`config.mk`:
```
export PLATFORM = sky130hd
export DESIGN_NAME = sr_latch_bank_flat
export DESIGN_NICKNAME = d
export VERILOG_FILES = /design/src/rtl/sr_latch_bank_pkg.sv /design/src/rtl/sr_latch_bank_if.sv /design/src/rtl/sr_latch_bank_cell.sv /design/src/rtl/sr_latch_bank.sv /design/src/flat_wrapper.sv
export SDC_FILE = /design/constraint.sdc
export NUM_CORES = 1
export LEC_CHECK = 0
export ABC_AREA = 1
export BUFFER_PORTS_ARGS = -buffer_cell sky130_fd_sc_hd__buf_4
export CAP_MARGIN = 20
export CORE_UTILIZATION = 56
export CTS_BUF_LIST = sky130_fd_sc_hd__clkbuf_2
export CTS_CLUSTER_SIZE = 20
export DETAILED_ROUTE_END_ITERATION = 8
export GPL_ROUTABILITY_DRIVEN = 1
export GPL_TIMING_DRIVEN = 0
export PLACE_DENSITY_LB_ADDON = 0.12
export SKIP_LAST_GASP = 1
export SYNTH_ARGS = -nofsm -noshare
export SYNTH_HDL_FRONTEND = slang
export SYNTH_SLANG_ARGS = --single-unit
```
`constraint.sdc`:
```
create_clock -name clk -period 1.6 [get_ports clk]
set_clock_uncertainty 0.1 [all_clocks]
set_input_delay 0.16 -clock clk [delete_from_list [all_inputs] [get_ports clk]]
set_output_delay 0.16 -clock clk [all_outputs]
set_load 0.005 [all_outputs]
```
`src/rtl/sr_latch_bank_pkg.sv`:
```
// Shared constants for the set/reset storage bank.
// Latency: none (declarations only).
// Backpressure: none.
package sr_bank_pkg;

    // What a channel does when synchronised s and r are both high.
    localparam int MODE_RST_DOM = 0;
    localparam int MODE_SET_DOM = 1;
    localparam int MODE_TOGGLE  = 2;
    localparam int MODE_HOLD    = 3;

    // Largest value a saturating counter of the given width can hold.
    function automatic int cnt_max(input int w);
        return (1 << w) - 1;
    endfunction

endpackage

```
`src/rtl/sr_latch_bank_if.sv`:
```
// Request/status bundle of the set/reset bank.
// Latency: none (wiring only).
// Backpressure: none; all signals are levels or single-cycle pulses.
interface sr_latch_bank_if #(
    parameter int N_CH  = 8,
    parameter int CNT_W = 4
);
    logic [N_CH-1:0]       s;
    logic [N_CH-1:0]       r;
    logic                  clr_flags;
    logic [N_CH-1:0]       q;
    logic [N_CH-1:0]       qn;
    logic [N_CH-1:0]       chg;
    logic [N_CH-1:0]       conflict;
    logic [N_CH*CNT_W-1:0] set_cnt;

    modport master (
        output s, r, clr_flags,
        input  q, qn, chg, conflict, set_cnt
    );

    modport slave (
        input  s, r, clr_flags,
        output q, qn, chg, conflict, set_cnt
    );
endinterface

```
`src/rtl/sr_latch_bank_cell.sv`:
```
// One storage channel: s/r synchroniser, next-state decision, change flag, set counter.
// Latency: input change reaches q after SYNC_STAGES+1 rising edges.
// Backpressure: none; inputs are levels, sampled every cycle.
module sr_cell
    import sr_bank_pkg::*;
#(
    parameter int SYNC_STAGES   = 2,
    parameter int CNT_W         = 4,
    parameter int CONFLICT_MODE = MODE_RST_DOM
) (
    input  logic             clk,
    input  logic             rst,
    input  logic             s_i,
    input  logic             r_i,
    input  logic             clr_flags_i,
    output logic             q_o,
    output logic             qn_o,
    output logic             chg_o,
    output logic             conflict_o,
    output logic [CNT_W-1:0] set_cnt_o
);
    localparam logic [CNT_W-1:0] CNT_MAX = CNT_W'(cnt_max(CNT_W));

    logic             ss, rs;
    logic             q_q, q_d;
    logic             conflict_q, conflict_d;
    logic             chg_q, chg_d;
    logic [CNT_W-1:0] cnt_q, cnt_d;
    logic             rise, changed;

    generate
        if (SYNC_STAGES == 0) begin : g_bypass
            assign ss = s_i;
            assign rs = r_i;
        end else begin : g_sync
            logic [1:0] sync_q [SYNC_STAGES];

            // Shift the {s,r} pair down the synchroniser chain.
            always_ff @(posedge clk) begin
                if (rst) begin
                    for (int k = 0; k < SYNC_STAGES; k++) sync_q[k] <= 2'b00;
                end else begin
                    sync_q[0] <= {s_i, r_i};
                    for (int k = 1; k < SYNC_STAGES; k++) sync_q[k] <= sync_q[k-1];
                end
            end

            assign {ss, rs} = sync_q[SYNC_STAGES-1];
        end
    endgenerate

    // Decide next q, flag conflicts, and derive the change flag and counter updates.
    always_comb begin
        q_d        = q_q;
        conflict_d = 1'b0;
        case ({ss, rs})
            2'b10: q_d = 1'b1;
            2'b01: q_d = 1'b0;
            2'b11: begin
                conflict_d = 1'b1;
                if (CONFLICT_MODE == MODE_RST_DOM)      q_d = 1'b0;
                else if (CONFLICT_MODE == MODE_SET_DOM) q_d = 1'b1;
                else if (CONFLICT_MODE == MODE_TOGGLE)  q_d = ~q_q;
                else                                    q_d = q_q;
            end
            default: q_d = q_q;
        endcase

        rise    = q_d & ~q_q;
        changed = q_d ^ q_q;

        // A change in the clearing cycle survives the clear.
        chg_d = (chg_q & ~clr_flags_i) | changed;

        cnt_d = clr_flags_i ? '0 : cnt_q;
        if (rise && (cnt_d != CNT_MAX)) cnt_d = cnt_d + CNT_W'(1);
    end

    // State register; reset beats every other update.
    always_ff @(posedge clk) begin
        if (rst) begin
            q_q        <= 1'b0;
            conflict_q <= 1'b0;
            chg_q      <= 1'b0;
            cnt_q      <= '0;
        end else begin
            q_q        <= q_d;
            conflict_q <= conflict_d;
            chg_q      <= chg_d;
            cnt_q      <= cnt_d;
        end
    end

    assign q_o        = q_q;
    assign qn_o       = ~q_q;
    assign chg_o      = chg_q;
    assign conflict_o = conflict_q;
    assign set_cnt_o  = cnt_q;
endmodule

```
`src/rtl/sr_latch_bank.sv`:
```
// Bank of N_CH independent clocked set/reset channels with debug flags and counters.
// Latency: SYNC_STAGES+1 cycles from s/r change to q change.
// Backpressure: none; every channel accepts its inputs every cycle.
module sr_latch_bank
    import sr_bank_pkg::*;
#(
    parameter int N_CH          = 8,
    parameter int SYNC_STAGES   = 2,
    parameter int CNT_W         = 4,
    parameter int CONFLICT_MODE = MODE_RST_DOM
) (
    input  logic              clk,
    input  logic              rst,
    sr_latch_bank_if.slave    bus
);
    generate
        if (SYNC_STAGES < 0 || SYNC_STAGES > 3) begin : g_bad_sync
            $error("sr_latch_bank: SYNC_STAGES must be 0..3");
        end
        if (CONFLICT_MODE < MODE_RST_DOM || CONFLICT_MODE > MODE_HOLD) begin : g_bad_mode
            $error("sr_latch_bank: CONFLICT_MODE must be 0..3");
        end
        if (CNT_W < 1) begin : g_bad_cnt
            $error("sr_latch_bank: CNT_W must be at least 1");
        end
    endgenerate

    logic [N_CH-1:0]       q_w, qn_w, chg_w, conflict_w;
    logic [N_CH*CNT_W-1:0] cnt_w;

    generate
        for (genvar g = 0; g < N_CH; g++) begin : g_ch
            sr_cell #(
                .SYNC_STAGES   (SYNC_STAGES),
                .CNT_W         (CNT_W),
                .CONFLICT_MODE (CONFLICT_MODE)
            ) u_cell (
                .clk         (clk),
                .rst         (rst),
                .s_i         (bus.s[g]),
                .r_i         (bus.r[g]),
                .clr_flags_i (bus.clr_flags),
                .q_o         (q_w[g]),
                .qn_o        (qn_w[g]),
                .chg_o       (chg_w[g]),
                .conflict_o  (conflict_w[g]),
                .set_cnt_o   (cnt_w[g*CNT_W +: CNT_W])
            );
        end
    endgenerate

    assign bus.q        = q_w;
    assign bus.qn       = qn_w;
    assign bus.chg      = chg_w;
    assign bus.conflict = conflict_w;
    assign bus.set_cnt  = cnt_w;
endmodule

```
`src/flat_wrapper.sv`:
```
// flat-port wrapper written by rule: the top's interface ports become plain ports
module sr_latch_bank_flat import sr_bank_pkg::*;
#(
    parameter int N_CH          = 8,
    parameter int SYNC_STAGES   = 2,
    parameter int CNT_W         = 4,
    parameter int CONFLICT_MODE = MODE_RST_DOM
)
  (clk, rst, bus_s, bus_r, bus_clr_flags, bus_q, bus_qn, bus_chg, bus_conflict, bus_set_cnt);
  sr_latch_bank_if #(.N_CH(N_CH), .CNT_W(CNT_W)) bus_i ();
  input  logic clk;
  input  logic rst;
  input wire logic [$bits(bus_i.s)-1:0] bus_s;
  input wire logic [$bits(bus_i.r)-1:0] bus_r;
  input wire logic [$bits(bus_i.clr_flags)-1:0] bus_clr_flags;
  output wire logic [$bits(bus_i.q)-1:0] bus_q;
  output wire logic [$bits(bus_i.qn)-1:0] bus_qn;
  output wire logic [$bits(bus_i.chg)-1:0] bus_chg;
  output wire logic [$bits(bus_i.conflict)-1:0] bus_conflict;
  output wire logic [$bits(bus_i.set_cnt)-1:0] bus_set_cnt;
  assign bus_i.s = bus_s;
  assign bus_i.r = bus_r;
  assign bus_i.clr_flags = bus_clr_flags;
  assign bus_q = bus_i.q;
  assign bus_qn = bus_i.qn;
  assign bus_chg = bus_i.chg;
  assign bus_conflict = bus_i.conflict;
  assign bus_set_cnt = bus_i.set_cnt;
  sr_latch_bank #(.N_CH(N_CH), .SYNC_STAGES(SYNC_STAGES), .CNT_W(CNT_W), .CONFLICT_MODE(CONFLICT_MODE)) u_core (.clk(clk), .rst(rst), .bus(bus_i));
endmodule
```
After elaboration in Yosys (flattened, before gate mapping) --
Memories as Yosys holds them, arrays and structs flattened. Cells that the tools add are included.
Word-level totals: register bits 56, RAM bits 32, bits of input ports 19, output and inout bits 64, logic and storage cells 204, memories kept 8
Memory list:
- u_core.g_ch[0].u_cell.g_sync.sync_q | words 2, width 2, rd ports 2, clocked after Yosys merged registers in 0, wr ports 2, line sr_latch_bank_cell.sv:36 | logic [1:0] sync_q [SYNC_STAGES];
- u_core.g_ch[1].u_cell.g_sync.sync_q | words 2, width 2, rd ports 2, clocked after Yosys merged registers in 0, wr ports 2, line sr_latch_bank_cell.sv:36
- u_core.g_ch[2].u_cell.g_sync.sync_q | words 2, width 2, rd ports 2, clocked after Yosys merged registers in 0, wr ports 2, line sr_latch_bank_cell.sv:36
- u_core.g_ch[3].u_cell.g_sync.sync_q | words 2, width 2, rd ports 2, clocked after Yosys merged registers in 0, wr ports 2, line sr_latch_bank_cell.sv:36
- u_core.g_ch[4].u_cell.g_sync.sync_q | words 2, width 2, rd ports 2, clocked after Yosys merged registers in 0, wr ports 2, line sr_latch_bank_cell.sv:36
- u_core.g_ch[5].u_cell.g_sync.sync_q | words 2, width 2, rd ports 2, clocked after Yosys merged registers in 0, wr ports 2, line sr_latch_bank_cell.sv:36
- +2 memories
Operators by class: $add $sub $neg 8, equal/unequal tests 32, multiplexer cells 51, bitwise logic cells 57, reduce and logical (&&, ||, !) cells 16
Operators by type and width (count):
- two-way mux 4 bit | 16
- adder 4 x 1 -> 4 bit (second input constant) | 8
- == test 2 bit (second input constant) | 16
- two-way mux 2 bit | 16
- inequality test 4 bit (second input constant) | 8
- bitwise OR 1 bit | 24
- bitwise AND 1 bit | 16
- == test 2 x 1 -> 1 bit (second input constant) | 8
- case mux 1 bit (2 select lines) | 8
- OR reduction 2 bit | 8
- two-way mux 1 bit | 11
- NOT 1 bit | 9
- logical AND 1 bit | 8
- XOR 1 bit | 8

Longest topological paths before layout --
Gate-level depths: netlist of the first run.
depth after elaboration 6, mapped depth 10, depth with buffers taken out 9

Modules after synthesis --
Synthesis of the first run repeated with hierarchy kept, for this count alone.
Second synthesis, totals: cell total of the unflattened synthesis 488, area, all modules 3633.5 sq um
Modules (own cells, without submodules):
- sr_cell | instances 8, cells an instance 61, area an instance 454.2 sq um, sequential area each 220.2 sq um

Worst setup path after synthesis of the first run --
No wires, ideal clock.
path kind in2reg, from input bus_clr_flags, to register u_core.g_ch[2].u_cell.cnt_q[3], setup time 0.110 ns, arrival time 1.080 ns, data required time 1.390 ns, slack 0.310 ns, cell stages on the path 10, path buffers 1, cell sequence inv_4 -> buf_8 -> nand2_1 -> inv_1 -> ha_1 -> nand4_4 -> nand3_1 -> nand2_1 -> inv_1 -> nor2_2
Between the ends: longest elaborated chain between the ends 4, elaborated cells on any way between the ends 5, those cells by class add/sub (1); eq/ne (1); mux (2); reduce/logical (1)
RTL lines:
- start: declaration | line flat_wrapper.sv:15 | input wire logic [$bits(bus_i.clr_flags)-1:0] bus_clr_flags;
- two-way mux 4 bit (*) | line sr_latch_bank_cell.sv:75 | cnt_d = clr_flags_i ? '0 : cnt_q;
- branches (longest 2 deep; another with adder 4 x 1 -> 4 bit)
- two-way mux 4 bit (*) | line sr_latch_bank_cell.sv:76 | if (rise && (cnt_d != CNT_MAX)) cnt_d = cnt_d + CNT_W'(1);
- end signal: assignment | line sr_latch_bank_cell.sv:90 | cnt_q <= cnt_d;
- end: declaration | line sr_latch_bank_cell.sv:28 | logic [CNT_W-1:0] cnt_q, cnt_d;
Mark *: on every way between the ends. A chain may end at the register's enable or synchronous reset.

Worst setup path after layout of the first run --
from register u_core.g_ch[1].u_cell.q_q, to output bus_qn[1]
Between the ends: longest elaborated chain between the ends 1
RTL lines:
- start: declaration | line sr_latch_bank_cell.sv:25 | logic q_q, q_d;
- start signal: assignment | line sr_latch_bank_cell.sv:87 | q_q <= q_d;
- NOT 1 bit | line sr_latch_bank_cell.sv:95 | assign qn_o = ~q_q;
- end: declaration | line flat_wrapper.sv:17 | output wire logic [$bits(bus_i.qn)-1:0] bus_qn;
Every way passes these cells.

==> qor.txt, run 1 <==
library cells used by synthesis: 21
Final Hold Vio Count: 0
Slew Limit Fails: 0
crit path DAT: 1.25 ns
Synth top cells by count: 94 x nand2_1, 88 x dfxtp_1, 81 x inv_1
Slew @ Worst Pin: 0.5484 ns
Slew HR: 63.44%
register area share after synthesis: 44.63%
die area: 7389 µm²
r2r setup slk: 0.09 ns
total grt overflow: 0
final critical-path share of the clock period: 94.65%
post-DP HPWL: 6185 µm
cell accounting for the most synthesized area: dfxtp_1
# DRC: 0
Site Rows: 30
Peak supply drop: 667.9 µV
design area: 5067 µm²
Crit. End Element: output pin
post-synthesis register bit count: 88
Num CTS Buffers: 9
share of cells above drive strength 1: 28.23%
placed cell count: 690
hold_sp: bus_clr_flags
antenna-violating nets left: 0
port bufs: 81
worst-path fanout max: 3
fin crit period: 1.514 ns
hold crit path type: in2reg
PwrDens: 803.3 nW/µm²
Final GP Congestion: 0.8173
fin worst setup slack: 0.08565 ns
Syn Nets: 548
critical path type: reg2out
Core ar.: 6794 µm²
EDFF count, synth: 0
Final setup viols: 0
worst endpoint required time: 1.34 ns
Die Wd: 85.96 µm
Starting Density: 58.10%
unrepaired setup endpoints after global routing: no
Syn Inst Count: 513
CP startpoint kind: flop
worst hold stages: 5
placed cell area: 4676 µm²
maxcap violations: 0
Main synth FF type: dfxtp_1
synth-to-layout area growth: 28.37%
number of global-route vias before repair: 3246
WL/cell: 12.00 µm
Synth Warn #: 0
pre-CTS WS: -0.1215 ns
Post-CTS Setup Inserts: 0
global-route wire length before repair: 14050 µm
antenna violations before repair: 0
Critical path origin: u_core.g_ch[1].u_cell.q_o$_SDFF_PP0_
# clock sinks: 88
max frequency: 660.3 MHz
share of the synthesized area in the top cell type: 44.63%
Clock Path Buffers: 2
Design Power: 4.071 mW
LEAKAGE: 2.564 nW
reg2reg end: u_core.g_ch[3].u_cell.set_cnt_o[2]$_SDFF_PP0_
io pins: 83
CTS clock-pin slew for the worst setup and hold paths: 0.26 ns
count leader, synth: nand2_1
worst-skew pair later-pin latency: 0.54 ns
Total GRT Usage: 24.25%
CP Capture Point: bus_qn[1]
FFs w/ async S/R, synth: 0%
FF-to-FF Start: u_core.g_ch[3].u_cell.set_cnt_o[2]$_SDFF_PP0_
Root Driver: clkbuf_2
vias per cell: 4.840
final setup TNS: 0 ns
Mapped Area: 3948 µm²
fin nets: 664
top area cells in the synthesized netlist: dfxtp_1 45%, nand2_1 8.9%, inv_1 7.7%
Post-Route WL: 8762 µm
ANT cells: 0
Post-Layout Cell Count: 730
Mean Syn Cell Area: 7.695 µm²
CTS tree: done
Worst R2R Path Depth: 6
Die H: 85.96 µm
Initial DRT Pass Iterations: 4
Iteration-0 DRC Markers: 189
outcome: completed
H-tree Lvls: 3
via count: 3533
pin count of the biggest net entering global routing: 18
[metal layers]
layer / global-route usage (%) / share of wire (%) / vias to the layer above
met5: 0 / 0 / -
met4: 10.30 / 1.3 / 0
met3: 3.754 / 4.2 / 11
met2: 43.80 / 51 / 92
met1: 28.42 / 43 / 1633
li1: - / - / 1797
[where the power goes]
part	internal (mW)	switching, mW	leakage [nW]
logic	0.256	0.245	1.77
registers	2.28	0.0436	0.724
clock network	0.395	0.848	0.0730
total	2.93	1.14	2.56
[through the flow]
step / hold WS, ns / util, %
final: 0.06063 / 74.59
after global routing: 0.05139 / 74.59
after CTS: 0.01992 / 74.29
after detailed placement: 0.2664 / 68.82
after global placement: 0.2583 / 68.82
after floorplan: 0.1670 / -
[worst max-delay path, cell delays in order, from the launching register on]
cell     delay, ns
dfxtp_1       0.41
inv_1         0.06
buf_4         0.13
buf_4         0.13
[registers in the layout (all words and copies together), names as in the netlist]
name / count
u_core.g_ch.u_cell.q_o: 8
u_core.g_ch.u_cell.g_sync.sync_q: 32
u_core.g_ch.u_cell.chg_o: 8
u_core.g_ch.u_cell.conflict_o: 8
u_core.g_ch.u_cell.set_cnt_o: 32
[timing repair]
action                     CTS  global route
hold buffers                24             0
gates resized for setup      1            13
setup endpoints to repair    1            12
hold endpoints to repair    26             0
[logic make-up (layout without fill, tap and decap cells)]
logic type      count (synthesis)  in the layout  share of synthesized area [%]
compound gates                 32             32                          4.057
simple gates                  248            248                          30.11
fa+ha+maj                      16             16                          5.071
flops                          88             88                          44.63
buf+inv                       129            250                          16.13
[cells in the final DEF (no fill, tap or decap), drive strengths merged]
cell,Yosys,final
bufinv,0,1
nor3,8,8
clkbuf,2,11
dlygate4sd3,0,24
buf,43,124
inv,84,88
dfxtp,88,88
nand4,24,24
a21oi,32,32
clkinvlp,0,2
nand3,30,30
nand2,106,106
nor2,80,80
ha,16,16
[area by class of cell]
type                       count  area [µm²]
clock buffer                   9       45.04
buffer                        45       319.1
sequential                    88        1775
multi-input combinational    296        1556
clock inverter                 7       85.08
timing repair buffer         105       848.3
inverter                      84       317.8
fill                         535        1727
tap                           96       120.1
[worst min-delay path by stage]
stage	to	slack (ns)
6_report	u_core.g_ch[4].u_cell.set_cnt_o[2]$_SDFF_PP0_	0.06
5_1_grt	u_core.g_ch[4].u_cell.set_cnt_o[2]$_SDFF_PP0_	0.05
4_1_cts	u_core.g_ch[4].u_cell.set_cnt_o[2]$_SDFF_PP0_	0.02
3_5_place_dp	u_core.g_ch[2].u_cell.g_sync.sync_q[0][0]$_SDFF_PP0_	0.27
3_3_place_gp	u_core.g_ch[0].u_cell.g_sync.sync_q[0][1]$_SDFF_PP0_	0.26
2_1_floorplan	u_core.g_ch[0].u_cell.g_sync.sync_q[0][0]$_SDFF_PP0_	0.17
(Power assumes the default switching activity.)
==> run 2, diff against run 1 <==
--- a/config.mk
+++ b/config.mk
@@ -8,12 +8,15 @@
 export ABC_AREA = 1
 export BUFFER_PORTS_ARGS = -buffer_cell sky130_fd_sc_hd__buf_4
 export CAP_MARGIN = 20
-export CORE_UTILIZATION = 56
+export CELL_PAD_IN_SITES_DETAIL_PLACEMENT = 1
+export CELL_PAD_IN_SITES_GLOBAL_PLACEMENT = 2
+export CORE_UTILIZATION = 32
 export CTS_BUF_LIST = sky130_fd_sc_hd__clkbuf_2
 export CTS_CLUSTER_SIZE = 20
 export DETAILED_ROUTE_END_ITERATION = 8
 export GPL_ROUTABILITY_DRIVEN = 1
 export GPL_TIMING_DRIVEN = 0
+export HOLD_SLACK_MARGIN = 0.03
 export PLACE_DENSITY_LB_ADDON = 0.12
 export SKIP_LAST_GASP = 1
 export SYNTH_ARGS = -nofsm -noshare
==> qor.txt, run 2 (same netlist as run 1, synthesis figures left out) <==
outcome: completed
port bufs: 81
pin count of the biggest net entering global routing: 15
share of cells above drive strength 1: 30.12%
final core occ: 44.68%
Root Driver: clkbuf_2
crit path DAT: 1.27 ns
Post-Route WL: 10640 µm
CTS tree: done
final setup TNS: 0 ns
Core ar.: 12010 µm²
LEAKAGE: 2.670 nW
Total GRT Usage: 17.74%
Slew HR: 60.30%
ANT cells: 0
worst hold margin: 0.06697 ns
PwrDens: 784.7 nW/µm²
pre-CTS WS: -0.1824 ns
Final setup viols: 0
hold crit path type: in2reg
placed cell count: 741
fin crit period: 1.527 ns
Comb pwr share: 13.0%
Final Hold Vio Count: 0
fin worst setup slack: 0.07272 ns
fin nets: 684
io pins: 83
die area: 12780 µm²
Slew Limit Fails: 0
NetSw: 1.114 mW
design area: 5366 µm²
Final GP Congestion: 0.8065
critical path type: reg2out
worst-path fanout max: 3
Die Wd: 113.1 µm
switching share of total power: 26.45%
Site Rows: 40
synth-to-layout area growth: 35.94%
# DRC: 0
Num CTS Buffers: 9
worst endpoint required time: 1.34 ns
H-tree Lvls: 3
global-route wire length before repair: 17500 µm
CTS clock-pin slew for the worst setup and hold paths: 0.25 ns
Die H: 113.1 µm
maxcap violations: 0
Slew @ Worst Pin: 0.5955 ns
Initial DRT Pass Iterations: 4
Clock Path Buffers: 2
CP startpoint kind: flop
Power Internal: 3.097 mW
worst-skew pair later-pin latency: 0.60 ns
# clock sinks: 88
via count: 3539
commonest non-fill, non-tap cells in the layout: 113 x buf_4, 94 x nand2_1, 73 x nor2_1, 73 x inv_1, 71 x dfxtp_1
commonest non-fill, non-tap cell in the layout: buf_4
Starting Density: 32.86%
max frequency: 654.8 MHz
Crit. End Element: output pin
Post-Layout Cell Count: 801
Reg power frac: 55.2%
Design Power: 4.211 mW
antenna-violating nets left: 0
antenna violations before repair: 0
WL/cell: 13.28 µm
number of global-route vias before repair: 3713
total grt overflow: 0
Clock Power Share: 31.8%
final critical-path share of the clock period: 95.46%
Iteration-0 DRC Markers: 131
placed cell area: 4740 µm²
unrepaired setup endpoints after global routing: yes
Peak supply drop: 441.8 µV
vias per cell: 4.418
post-DP HPWL: 7404 µm
run 2: changes by cell type in the layout (fill, tap and decap cells not counted), sizes merged:
cell	delta
inv	-4
clkinv	+3
clkinvlp	-2
dlygate4sd3	+17
clkbuf	+2
buf	+3
bufinv	+1
run 2: per-layer routing:
metal / global-route usage [%] / share of wire [%]
met5: 0 / 0
met2: 31.17 / 49
met3: 2.999 / 3.6
met1: 20.89 / 45
met4: 8.772 / 2.4
run 2: final timing paths:
kind | startpoint | end | slack, ns | cells after the start
worst min-delay path | bus_clr_flags | u_core.g_ch[0].u_cell.set_cnt_o[2]$_SDFF_PP0_ | 0.07 | 5
worst max register to register | u_core.g_ch[1].u_cell.set_cnt_o[1]$_SDFF_PP0_ | u_core.g_ch[1].u_cell.set_cnt_o[1]$_SDFF_PP0_ | 0.08 | 5
worst min register to register | u_core.g_ch[5].u_cell.g_sync.sync_q[0][1]$_SDFF_PP0_ | u_core.g_ch[5].u_cell.g_sync.sync_q[0][3]$_SDFF_PP0_ | 0.32 | 2
worst max-delay path | u_core.g_ch[7].u_cell.q_o$_SDFF_PP0_ | bus_qn[7] | 0.07 | 3
run 2: critical path: stages, from the launching register on:
cell and delay, ns:
dfxtp_2 0.40, inv_2 0.04, buf_4 0.12, buf_4 0.13
run 2: what timing repair did:
action	in CTS	in global routing
setup endpoints to repair	9	25
hold buffers	41	0
endpoints found under the hold margin	35	0
gates resized for setup	10	26
buffers inserted	0	6
run 2: final cells by class:
type	instances	area, µm²
Fill cell	1479	6645
Buffer	42	300.3
Clock inverter	5	81.33
Timing Repair Buffer	128	1079
Inverter	84	317.8
Clock buffer	11	55.05
Sequential cell	88	1790
Tap cell	147	183.9
Multi-Input combinational cell	296	1559
run 2: power by group through the flow:
| stage | Clock [mW] | Combinational [mW] | Sequential (mW) |
|---|---|---|---|
| 2_1_floorplan | 0 | 0.277 | 2.36 |
| 3_3_place_gp | 0 | 0.467 | 2.37 |
| 3_5_place_dp | 0 | 0.479 | 2.37 |
| 4_1_cts | 1.41 | 0.549 | 2.33 |
| 5_1_grt | 1.49 | 0.614 | 2.34 |
| 6_report | 1.34 | 0.549 | 2.33 |
==> run 3, diff against run 2 <==
--- a/config.mk
+++ b/config.mk
@@ -18,6 +18,8 @@
 export GPL_TIMING_DRIVEN = 0
 export HOLD_SLACK_MARGIN = 0.03
 export PLACE_DENSITY_LB_ADDON = 0.12
+export REMOVE_ABC_BUFFERS = 1
+export SETUP_SLACK_MARGIN = 0.5
 export SKIP_LAST_GASP = 1
 export SYNTH_ARGS = -nofsm -noshare
 export SYNTH_HDL_FRONTEND = slang
==> qor.txt, run 3 (same netlist as run 1, synthesis figures left out) <==
worst-skew pair later-pin latency: 0.56 ns
Iteration-0 DRC Markers: 82
total grt overflow: 0
# clock sinks: 88
global-route wire length before repair: 16960 µm
Initial DRT Pass Iterations: 4
crit path DAT: 1.83 ns
number of global-route vias before repair: 3735
Die H: 113.1 µm
CTS clock-pin slew for the worst setup and hold paths: 0.24 ns
Slew Limit Fails: 0
Post-Layout Cell Count: 809
Core ar.: 12010 µm²
Num CTS Buffers: 9
maxcap violations: 0
hold-fix buffers at CTS: 32
Slew @ Worst Pin: 0.6072 ns
worst hold margin: -0.08494 ns
WL/cell: 12.94 µm
Site Rows: 40
via count: 3650
Final setup viols: 0
antenna violations before repair: 1
antenna-violating nets left: 0
port bufs: 82
share of cells above drive strength 1: 52.65%
# DRC: 0
io pins: 83
CP startpoint kind: flop
hold crit path type: in2reg
fin nets: 691
critical path type: reg2reg
synth-to-layout area growth: 58.00%
unrepaired setup endpoints after global routing: yes
commonest non-fill, non-tap cell in the layout: buf_6
failing checks: negative hold slack
Design Power: 4.250 mW
H-tree Lvls: 3
Peak supply drop: 509.9 µV
Starting Density: 32.86%
Total GRT Usage: 16.94%
worst-path fanout max: 5
CTS tree: done
Clock Path Buffers: 2
Slew HR: 59.52%
LEAKAGE: 2.801 nW
Final Hold Vio Count: 49
max frequency: 709.7 MHz
worst endpoint required time: 2.02 ns
post-DP HPWL: 6020 µm
pin count of the biggest net entering global routing: 74
placed cell count: 697
commonest non-fill, non-tap cells in the layout: 77 x buf_6, 69 x buf_4, 68 x nand2_1, 58 x nor2_1, 56 x inv_1
placed cell area: 4428 µm²
Die Wd: 113.1 µm
vias per cell: 4.512
Root Driver: clkbuf_2
Crit. End Element: flop
PwrDens: 681.4 nW/µm²
design area: 6237 µm²
Post-Route WL: 10470 µm
fin crit period: 1.409 ns
die area: 12780 µm²
Final GP Congestion: 0.7545
final critical-path share of the clock period: 88.07%
outcome: finished, violations left
==> run 3: changes by cell type in the layout (fill, tap and decap cells not counted), moves of 20 or more <==
cell,delta
dfxtp_4,+20
nand2_2,+25
dfxtp_1,-36
nand2_1,-26
buf_4,-44
buf_6,+71
==> run 3: what timing repair did <==
action,4_1_cts,5_1_grt
endpoints found under the setup margin,104,118
resized for setup,215,73
hold endpoints to repair,54,57
setup buffers,50,14
pin swaps,37,42
==> run 3: report_power, final <==
group / internal [mW] / switching, mW
clock network: 0.503 / 0.787
logic: 0.354 / 0.287
registers: 2.26 / 0.0643
==> run 3: final timing paths <==
path	startpoint	to	slack [ns]	cells after the start
hold / removal	bus_clr_flags	u_core.g_ch[3].u_cell.set_cnt_o[2]$_SDFF_PP0_	-0.08	4
setup / recovery	u_core.g_ch[5].u_cell.set_cnt_o[1]$_SDFF_PP0_	u_core.g_ch[5].u_cell.set_cnt_o[0]$_SDFF_PP0_	0.19	8
hold reg to reg	u_core.g_ch[4].u_cell.g_sync.sync_q[0][1]$_SDFF_PP0_	u_core.g_ch[4].u_cell.g_sync.sync_q[0][3]$_SDFF_PP0_	0.32	2
setup reg to reg	u_core.g_ch[5].u_cell.set_cnt_o[1]$_SDFF_PP0_	u_core.g_ch[5].u_cell.set_cnt_o[0]$_SDFF_PP0_	0.19	8
==> run 3: through the flow <==
step	TNS (ns)	worst slack, ns	utilization [%]
4_1_cts	0	0.1374	49.10
5_1_grt	0	0.09521	51.93
3_5_place_dp	-13.14	-0.5019	36.86
6_report	0	0.1909	51.93
3_3_place_gp	-12.12	-0.4681	36.86
2_1_floorplan	0	0.08824	-
==> run 3: layer usage <==
metal	wire, µm	track usage (%)
met5	0	0
met4	189	8.158
met3	310	3.374
met2	5491	30.92
met1	4476	18.77
==> run 3: final cells by class <==
cell class / count / area (µm²)
Antenna cell: 1 / 2.502
Clock buffer: 9 / 45.04
Clock inverter: 7 / 86.33
Fill cell: 1383 / 5774
Inverter: 84 / 325.3
Multi-Input combinational cell: 296 / 2013
Sequential cell: 88 / 1886
Tap cell: 147 / 183.9
Timing Repair Buffer: 177 / 1695
==> run 3: critical path, stage by stage, from the launching register on <==
cell and delay (ns):
dfxtp_2 0.41, buf_6 0.10, nand2_2 0.05, inv_2 0.10, ha_4 0.16, nand4_4 0.13
nand2_2 0.14, nand2_2 0.06, a21oi_2 0.12
